===== config.mk =====
export PLATFORM = sky130hd
export DESIGN_NAME = ex_mem
export DESIGN_NICKNAME = d
export VERILOG_FILES = /design/src/rtl/cpu_pkg.sv /design/src/rtl/hazard_cmp.sv /design/src/rtl/ex_mem.sv
export SDC_FILE = /design/constraint.sdc
export NUM_CORES = 1
export LEC_CHECK = 0
export BUFFER_PORTS_ARGS = -buffer_cell sky130_fd_sc_hd__buf_2
export CORE_MARGIN = 2
export CORE_UTILIZATION = 38
export DETAILED_ROUTE_END_ITERATION = 10
export PLACE_DENSITY = 0.77
export SLEW_MARGIN = 20
export SYNTH_ARGS = -nofsm -noshare
export SYNTH_HDL_FRONTEND = slang
export SYNTH_HIERARCHICAL = 1
export SYNTH_SLANG_ARGS = --single-unit
export TNS_END_PERCENT = 50

===== constraint.sdc =====
create_clock -name clk -period 3.63 [get_ports clk]
set_input_delay 0.726 -clock clk [delete_from_list [all_inputs] [get_ports clk]]
set_output_delay 0.726 -clock clk [all_outputs]
set_load 0.02 [all_outputs]

===== src/rtl/cpu_pkg.sv =====
// Shared pipeline definitions: datapath widths and the control-bit bundle
// carried by the ID/EX, EX/MEM and MEM/WB stage registers.
package cpu_pkg;

    localparam int unsigned DATA_W = 32;
    localparam int unsigned REG_W  = 5;
    localparam int unsigned CNT_W  = 16;

    typedef struct packed {
        logic is_jump;
        logic reg_wrenable;
        logic mem_wrenable;
        logic mem_to_reg;
    } ctrl_t;

    localparam ctrl_t CTRL_BUBBLE = '0;

endpackage


===== src/rtl/hazard_cmp.sv =====
// Forwarding and load-use detection from the registered EX/MEM contents.
// Purely combinational; r0 is never a forwarding or hazard source.
module hazard_cmp
    import cpu_pkg::*;
#(
    parameter int unsigned DATA_W = cpu_pkg::DATA_W,
    parameter int unsigned REG_W  = cpu_pkg::REG_W
) (
    input  logic              valid,
    input  ctrl_t             ctrl,
    input  logic [REG_W-1:0]  rd,
    input  logic [DATA_W-1:0] alu_res,
    input  logic [DATA_W-1:0] write_data,
    input  logic [REG_W-1:0]  ex_rs1,
    input  logic [REG_W-1:0]  ex_rs2,
    output logic              fwd_en,
    output logic [REG_W-1:0]  fwd_rd,
    output logic [DATA_W-1:0] fwd_data,
    output logic              load_use
);

    logic writes_rd;
    logic rs_match;

    always_comb begin
        writes_rd = valid & ctrl.reg_wrenable & (rd != '0);
        rs_match  = (rd == ex_rs1) | (rd == ex_rs2);
        // Load data only exists after the synchronous RAM read, so a load is
        // reported as a hazard and never bypassed.
        fwd_en    = writes_rd & ~ctrl.mem_to_reg;
        load_use  = writes_rd & ctrl.mem_to_reg & rs_match;
        fwd_rd    = rd;
        fwd_data  = ctrl.is_jump ? write_data : alu_res;
    end

endmodule


===== src/rtl/ex_mem.sv =====
// EX/MEM pipeline register with flush > stall > load priority, bypass and
// load-use reporting, and a saturating stalled-cycle counter.
module ex_mem
    import cpu_pkg::*;
#(
    parameter int unsigned DATA_W = cpu_pkg::DATA_W,
    parameter int unsigned REG_W  = cpu_pkg::REG_W,
    parameter int unsigned CNT_W  = cpu_pkg::CNT_W
) (
    input  logic              clk,
    input  logic              rst_n,
    input  logic              stall,
    input  logic              flush,
    input  logic              in_valid,
    input  logic [DATA_W-1:0] alu_res_in,
    input  logic [DATA_W-1:0] write_data_in,
    input  logic [REG_W-1:0]  rd_in,
    input  logic              is_jump_in,
    input  logic              reg_wrenable_in,
    input  logic              mem_wrenable_in,
    input  logic              mem_to_reg_in,
    input  logic [REG_W-1:0]  ex_rs1,
    input  logic [REG_W-1:0]  ex_rs2,
    output logic [DATA_W-1:0] alu_res,
    output logic [DATA_W-1:0] write_data,
    output logic [REG_W-1:0]  rd,
    output logic              is_jump,
    output logic              reg_wrenable,
    output logic              mem_wrenable,
    output logic              mem_to_reg,
    output logic              valid,
    output logic              fwd_en,
    output logic [REG_W-1:0]  fwd_rd,
    output logic [DATA_W-1:0] fwd_data,
    output logic              load_use,
    output logic [CNT_W-1:0]  stall_cycles
);

    logic              valid_q,        valid_d;
    ctrl_t             ctrl_q,         ctrl_d;
    logic [DATA_W-1:0] alu_res_q,      alu_res_d;
    logic [DATA_W-1:0] write_data_q,   write_data_d;
    logic [REG_W-1:0]  rd_q,           rd_d;
    logic [CNT_W-1:0]  stall_cycles_q, stall_cycles_d;

    ctrl_t ctrl_in;

    always_comb begin
        // NOTE: every signal gets a hold default first so no path through the
        // if/else chain can leave one unassigned and infer a latch.
        valid_d        = valid_q;
        ctrl_d         = ctrl_q;
        alu_res_d      = alu_res_q;
        write_data_d   = write_data_q;
        rd_d           = rd_q;
        stall_cycles_d = stall_cycles_q;

        ctrl_in = '{
            is_jump:      is_jump_in,
            reg_wrenable: reg_wrenable_in & (rd_in != '0),
            mem_wrenable: mem_wrenable_in,
            mem_to_reg:   mem_to_reg_in
        };

        if (flush) begin
            valid_d      = 1'b0;
            ctrl_d       = CTRL_BUBBLE;
            alu_res_d    = '0;
            write_data_d = '0;
            rd_d         = '0;
        end else if (stall) begin
            if (stall_cycles_q != {CNT_W{1'b1}}) begin
                stall_cycles_d = stall_cycles_q + CNT_W'(1);
            end
        end else begin
            // An invalid slot registers as a bubble, which also keeps
            // mem_wrenable low whenever valid is low.
            valid_d      = in_valid;
            ctrl_d       = in_valid ? ctrl_in : CTRL_BUBBLE;
            alu_res_d    = alu_res_in;
            write_data_d = write_data_in;
            rd_d         = rd_in;
        end
    end

    // NOTE: state uses non-blocking assignments so every flop samples the
    // pre-edge values; the datapath is reset too because all outputs must read 0.
    always_ff @(posedge clk or negedge rst_n) begin
        if (!rst_n) begin
            valid_q        <= 1'b0;
            ctrl_q         <= CTRL_BUBBLE;
            alu_res_q      <= '0;
            write_data_q   <= '0;
            rd_q           <= '0;
            stall_cycles_q <= '0;
        end else begin
            valid_q        <= valid_d;
            ctrl_q         <= ctrl_d;
            alu_res_q      <= alu_res_d;
            write_data_q   <= write_data_d;
            rd_q           <= rd_d;
            stall_cycles_q <= stall_cycles_d;
        end
    end

    assign alu_res      = alu_res_q;
    assign write_data   = write_data_q;
    assign rd           = rd_q;
    assign is_jump      = ctrl_q.is_jump;
    assign reg_wrenable = ctrl_q.reg_wrenable;
    assign mem_wrenable = ctrl_q.mem_wrenable;
    assign mem_to_reg   = ctrl_q.mem_to_reg;
    assign valid        = valid_q;
    assign stall_cycles = stall_cycles_q;

    hazard_cmp #(
        .DATA_W (DATA_W),
        .REG_W  (REG_W)
    ) u_hazard_cmp (
        .valid      (valid_q),
        .ctrl       (ctrl_q),
        .rd         (rd_q),
        .alu_res    (alu_res_q),
        .write_data (write_data_q),
        .ex_rs1     (ex_rs1),
        .ex_rs2     (ex_rs2),
        .fwd_en     (fwd_en),
        .fwd_rd     (fwd_rd),
        .fwd_data   (fwd_data),
        .load_use   (load_use)
    );

endmodule


## Word-level counts from Yosys, hierarchy flattened

Cells that the tools add are included.
Widths: inputs -> output; s select.

| word-level totals | value |
|---|---|
| register bits after elaboration | 90 |
| input port bits | 88 |
| output and inout bits | 129 |

| operators by class | value |
|---|---|
| $add $sub $neg | 1 |
| eq/ne operators | 4 |
| multiplexer cells | 12 |
| bitwise gates (word level) | 9 |
| reduce and logical (&&, ||, !) cells | 3 |

Operators by type and width:

| operator | count |
|---|---|
| $mux 32 | 5 |
| $add 16x1->16 const B | 1 |
| $ne 16x16->1 const B | 1 |
| $mux 4 | 3 |
| $eq 5x5->1 | 2 |
| $mux 5 | 2 |
| $reduce_bool 5->1 | 2 |
| $and 1x1->1 | 6 |
| $reduce_and 3->1 | 1 |
| $mux 1 | 2 |
| $ne 2x1->1 const B | 1 |
| $not 1->1 | 2 |
| $or 1x1->1 | 1 |

## Longest topological paths before layout

| logic depth | value |
|---|---|
| word-level depth | 5 |
| gate-level depth with buffers | 6 |

## By module

Netlist, hierarchy kept.

By module, submodules not included:

| module | instances | cells an instance | area an instance (µm²) |
|---|---|---|---|
| ex_mem | 1 | 312 | 3717.3 |
| hazard_cmp | 1 | 60 | 559.3 |

## Least setup slack after synthesis

Ideal clock, no wire load.

| timing | value |
|---|---|
| kind | in2out |
| from | input ex_rs1[3] |
| to | output load_use |
| data arrival time | 1.698 ns |
| required time | 2.904 ns |
| setup slack | 1.206 ns |
| cell stages on the path | 4 |
| buffers on the path | 0 |
| cells stage by stage | xor2_1 nor3_1 nand3_1 a211oi_1 |

| on the way | value |
|---|---|
| cells in the longest elaborated chain, start to end | 3 |

RTL lines:

| element | line | source |
|---|---|---|
| start: declaration | ex_mem.sv:22 | `input logic [REG_W-1:0] ex_rs1,` |
| $eq 5x5->1 | hazard_cmp.sv:27 | `rs_match = (rd == ex_rs1) \| (rd == ex_rs2);` |
| $or 1x1->1 | hazard_cmp.sv:27 |  |
| $and 1x1->1 | hazard_cmp.sv:31 | `load_use = writes_rd & ctrl.mem_to_reg & rs_match;` |
| end: declaration | ex_mem.sv:35 | `output logic load_use,` |

No other way between the ends.

## Worst setup path after layout

| timing | value |
|---|---|
| from | register ctrl_q, in the netlist is_jump |
| to | output fwd_data[12] |

| on the way | value |
|---|---|
| cells in the longest elaborated chain, start to end | 1 |

RTL lines:

| element | line | source |
|---|---|---|
| start: declaration | ex_mem.sv:40 | `ctrl_t ctrl_q, ctrl_d;` |
| start signal: assignment | ex_mem.sv:98 | `ctrl_q <= ctrl_d;` |
| $mux 32 | hazard_cmp.sv:33 | `fwd_data = ctrl.is_jump ? write_data : alu_res;` |
| end: declaration | ex_mem.sv:34 | `output logic [DATA_W-1:0] fwd_data,` |

No other way between the ends.

==> metrics.md <==
| Metric | Value |
|---|---|
| Post-Syn Instances | 372 |
| Via density | 4.96 |
| Clk pin slew, worst setup/hold paths | 0.08 ns |
| Overall Global Routing Usage | roughly 18% |
| P_leak | 3.17 nW |
| Crit path kind | register to primary output |
| Largest net degree at the start of global routing | 91 |
| Min cycle time layout | approximately 2.7 ns |
| Synth Area in Simple Gates | 12.0% |
| XOR/XNOR Fraction of Synth Area | 5.12% |
| Worst r2r src | stall_cycles[0] |
| Vias | between 3,000 and 4,000 |
| Final period util | 74.2% |
| Die W | 110 um |
| Multiplexer share of the synthesized area | 24.8% |
| Share of the synthesized area in the top cell type | between 50% and 60% |
| Syn. warnings | 6 |
| Outcome | completed |
| Worst reg2reg path depth | 4 |
| Clk_skew | 0.00583 ns |
| Final Hold Vio Count | 0 |
| Share of layout cells above drive strength 1 | 46.0% |
| DRT iter0 DRCs | around 160 |
| Unique masters post-synth | 29 |
| Top-count cell post-synth | dfrtp_1 |
| Hold WS | 0.426 ns |
| GR peak layer | met2 |
| Num CTS Buffers | 9 |
| NumNets Final | 665 |
| Met1 Track Usage GR | about 22% |
| Hold_buf cts | 0 |
| Drt pass-1 iters | 4 |
| Adder-cell share of the synthesized area | less than 1% |
| Total wire length | ~11,000 um |
| Post-Syn Area per Cell | around 11 um^2 |
| Reg-to-reg endpoint | stall_cycles[1] |
| Max_cap viols | 0 |
| # rows | 38 |
| Max Root-Sink Buffers | 2 |
| Crit end category | primary output |
| Seq/Total Area, Yosys | 52.7% |
| Worst rel slew slack | 46.4% |
| Hold Crit Class | primary input to async pin |
| Initial Util | 39.3% |
| GR Layer Usage met3 | roughly 3.3% |
| Gr ovfl total | 0 |
| Hpwl dp | 8140 um |
| Mapped cell area | 4280 um^2 |
| Synth area leaders | dfrtp_1 (53%), mux2i_1 (16%), mux2_2 (8.2%) |
| PostCTS Resize Cnt | 0 |
| Worst-skew pair later-pin latency | 0.35 ns |
| Port bufs | 216 |
| Ant diodes | 0 |
| Synthesized flop and latch total | 90 |
| Async S/R FF share, synth | 100% |
| Main combinational cell family by area after synthesis | multiplexers |
| I/O pin total | 217 |
| Commonest cells in the netlist | dfrtp_1 (90), nor2_1 (75), mux2i_1 (69), mux2_2 (31), xnor2_1 (18) |
| Max Fanout on Critical Path | 25 |
| Core ar. | 10,900 um^2 |
| Buf+Inv Stages, Crit Path | 2 |
| Synth Net Count | 461 |
| M2 GR Usage | 31.5% |
| Required @ worst endpoint | slightly below 3 ns |
| Endpoints failing setup | 0 |
| Max IR drop VDD | approximately 350 uV |
| Reg2Reg Setup Slack | ~1.9 ns |
| Residual DRC | 0 |
| Final core occ | 51.3% |
| Vias in the first global route | 3,590 |
| Max stage delay on crit path | roughly 0.62 ns |
| TNS Setup | 0 ns |
| Postcts setup bufs | 0 |
| Post-synthesis compound-gate area fraction | ~1.6% |
| CTS Sinks | 90 |
| Most area-hungry cell type in the Yosys netlist | dfrtp_1 |
| Pwr Total | 2.25 mW |
| Worst-Margin Slew | roughly 0.8 ns |
| Die H | 110 um |
| Most used flip-flop cell after synthesis | dfrtp_1 |
| CP cell instances | buf_4 -> mux2_2 -> buf_2 |
| P per Cell Area | approximately 400 nW/um^2 |
| Slowest CP cell | dfrtp_1 |
| First-pass GRT wire length | 17,000 um |
| Max Fclk | 0.371 GHz |
| Synthesis-to-finish area growth | 30.5% |
| CP delay by family, top | flip-flops |
| EDFF count, synth | 0 |
| Antenna-violating nets left | 0 |
| Startpoint types | register |
| Die area | 12,100 um^2 |
| Final Wtd Congestion | 0.797 |
| Initial antenna violation count | 0 |
| Mean routed wirelength per cell | 15.3 um |
| Data arrival, critical path | ~2.0 ns |
| Depth of the CTS H-tree | 3 |
| RSZ-0062 raised after global routing | no |
| Fill cells | 984 |
| CTS root buf | clkbuf_8 |
| CTS tree | yes |
| Fin. max-slew vios | 0 |
==> cells by family (layout without fill, tap and decap cells) <==
logic type	count (synthesis)	count (layout)
AND/OR/NAND/NOR	116	116
AO/OA/AOI/OAI	9	9
adder cells (fa/ha/maj)	1	1
buffers and inverters	29	237
multiplexers	102	102
XOR/XNOR	25	25
flip-flops	90	90
==> layer usage <==
layer	vias to the layer above	share of wire (%)	wire length (um)
met1	1737	41	4520
met2	142	51	5620
met4	0	1.4	151
li1	1681	-	-
met3	13	6.7	737
met5	-	0	0
==> stage by stage <==
step | cell area [um^2] | setup slack (ns) | cells
floorplan | 4280 | 1.21 | 372
global placement | 5430 | 1.19 | 705
global route | 5580 | 0.856 | 720
CTS | 5580 | 0.935 | 720
finish | 5580 | 0.937 | 720
detailed placement | 5430 | 1.16 | 705
==> layout by cell type, fill, tap and decap left out <==
cell type / instances
clkinv_2: 4
nor3_1: 3
dfrtp_1: 90
nand2_1: 8
nand4_1: 10
or4_1: 2
ha_1: 1
and3_2: 2
buf_6: 1
mux2i_1: 69
nor2b_1: 2
o41a_1: 1
mux2_2: 31
nor2_1: 75
clkbuf_1: 2
xnor2_1: 18
xor2_1: 7
buf_2: 214
a21oi_1: 4
inv_1: 2
o211ai_2: 1
and4_1: 1
mux2_1: 2
clkbuf_8: 9
nand3_1: 7
buf_4: 5
a22oi_1: 1
o2111ai_1: 1
nor4_1: 1
a211oi_1: 1
and3_1: 5
==> how the worst max path moves through the flow <==
stage,to,startpoint,slack (ns),cells after the start
final,fwd_data[12],is_jump,0.94,3
after global routing,fwd_data[12],is_jump,0.86,3
after CTS,fwd_data[11],is_jump,0.93,3
after detailed placement,load_use,ex_rs1[3],1.16,6
after global placement,load_use,ex_rs1[3],1.19,6
after floorplan,load_use,ex_rs1[3],1.21,4
==> final cells by class <==
type	instances	area, um^2	area share [%]
Sequential cell	90	2250	40.4
Multi-Input combinational cell	253	1870	33.6
Timing Repair Buffer	220	1120	20.1
Tap cell	140	175	3.14
Clock buffer	11	131	2.35
Clock inverter	4	20.0	0.359
Inverter	2	7.51	0.135
==> power by group <==
| part | switching (mW) | internal, mW | total (mW) |
|---|---|---|---|
| combinational | 0.307 | 0.212 | 0.519 |
| sequential | 0.0873 | 1.08 | 1.16 |
| clock | 0.330 | 0.241 | 0.571 |
| total | 0.723 | 1.53 | 2.25 |
(Power assumes the default switching activity.)
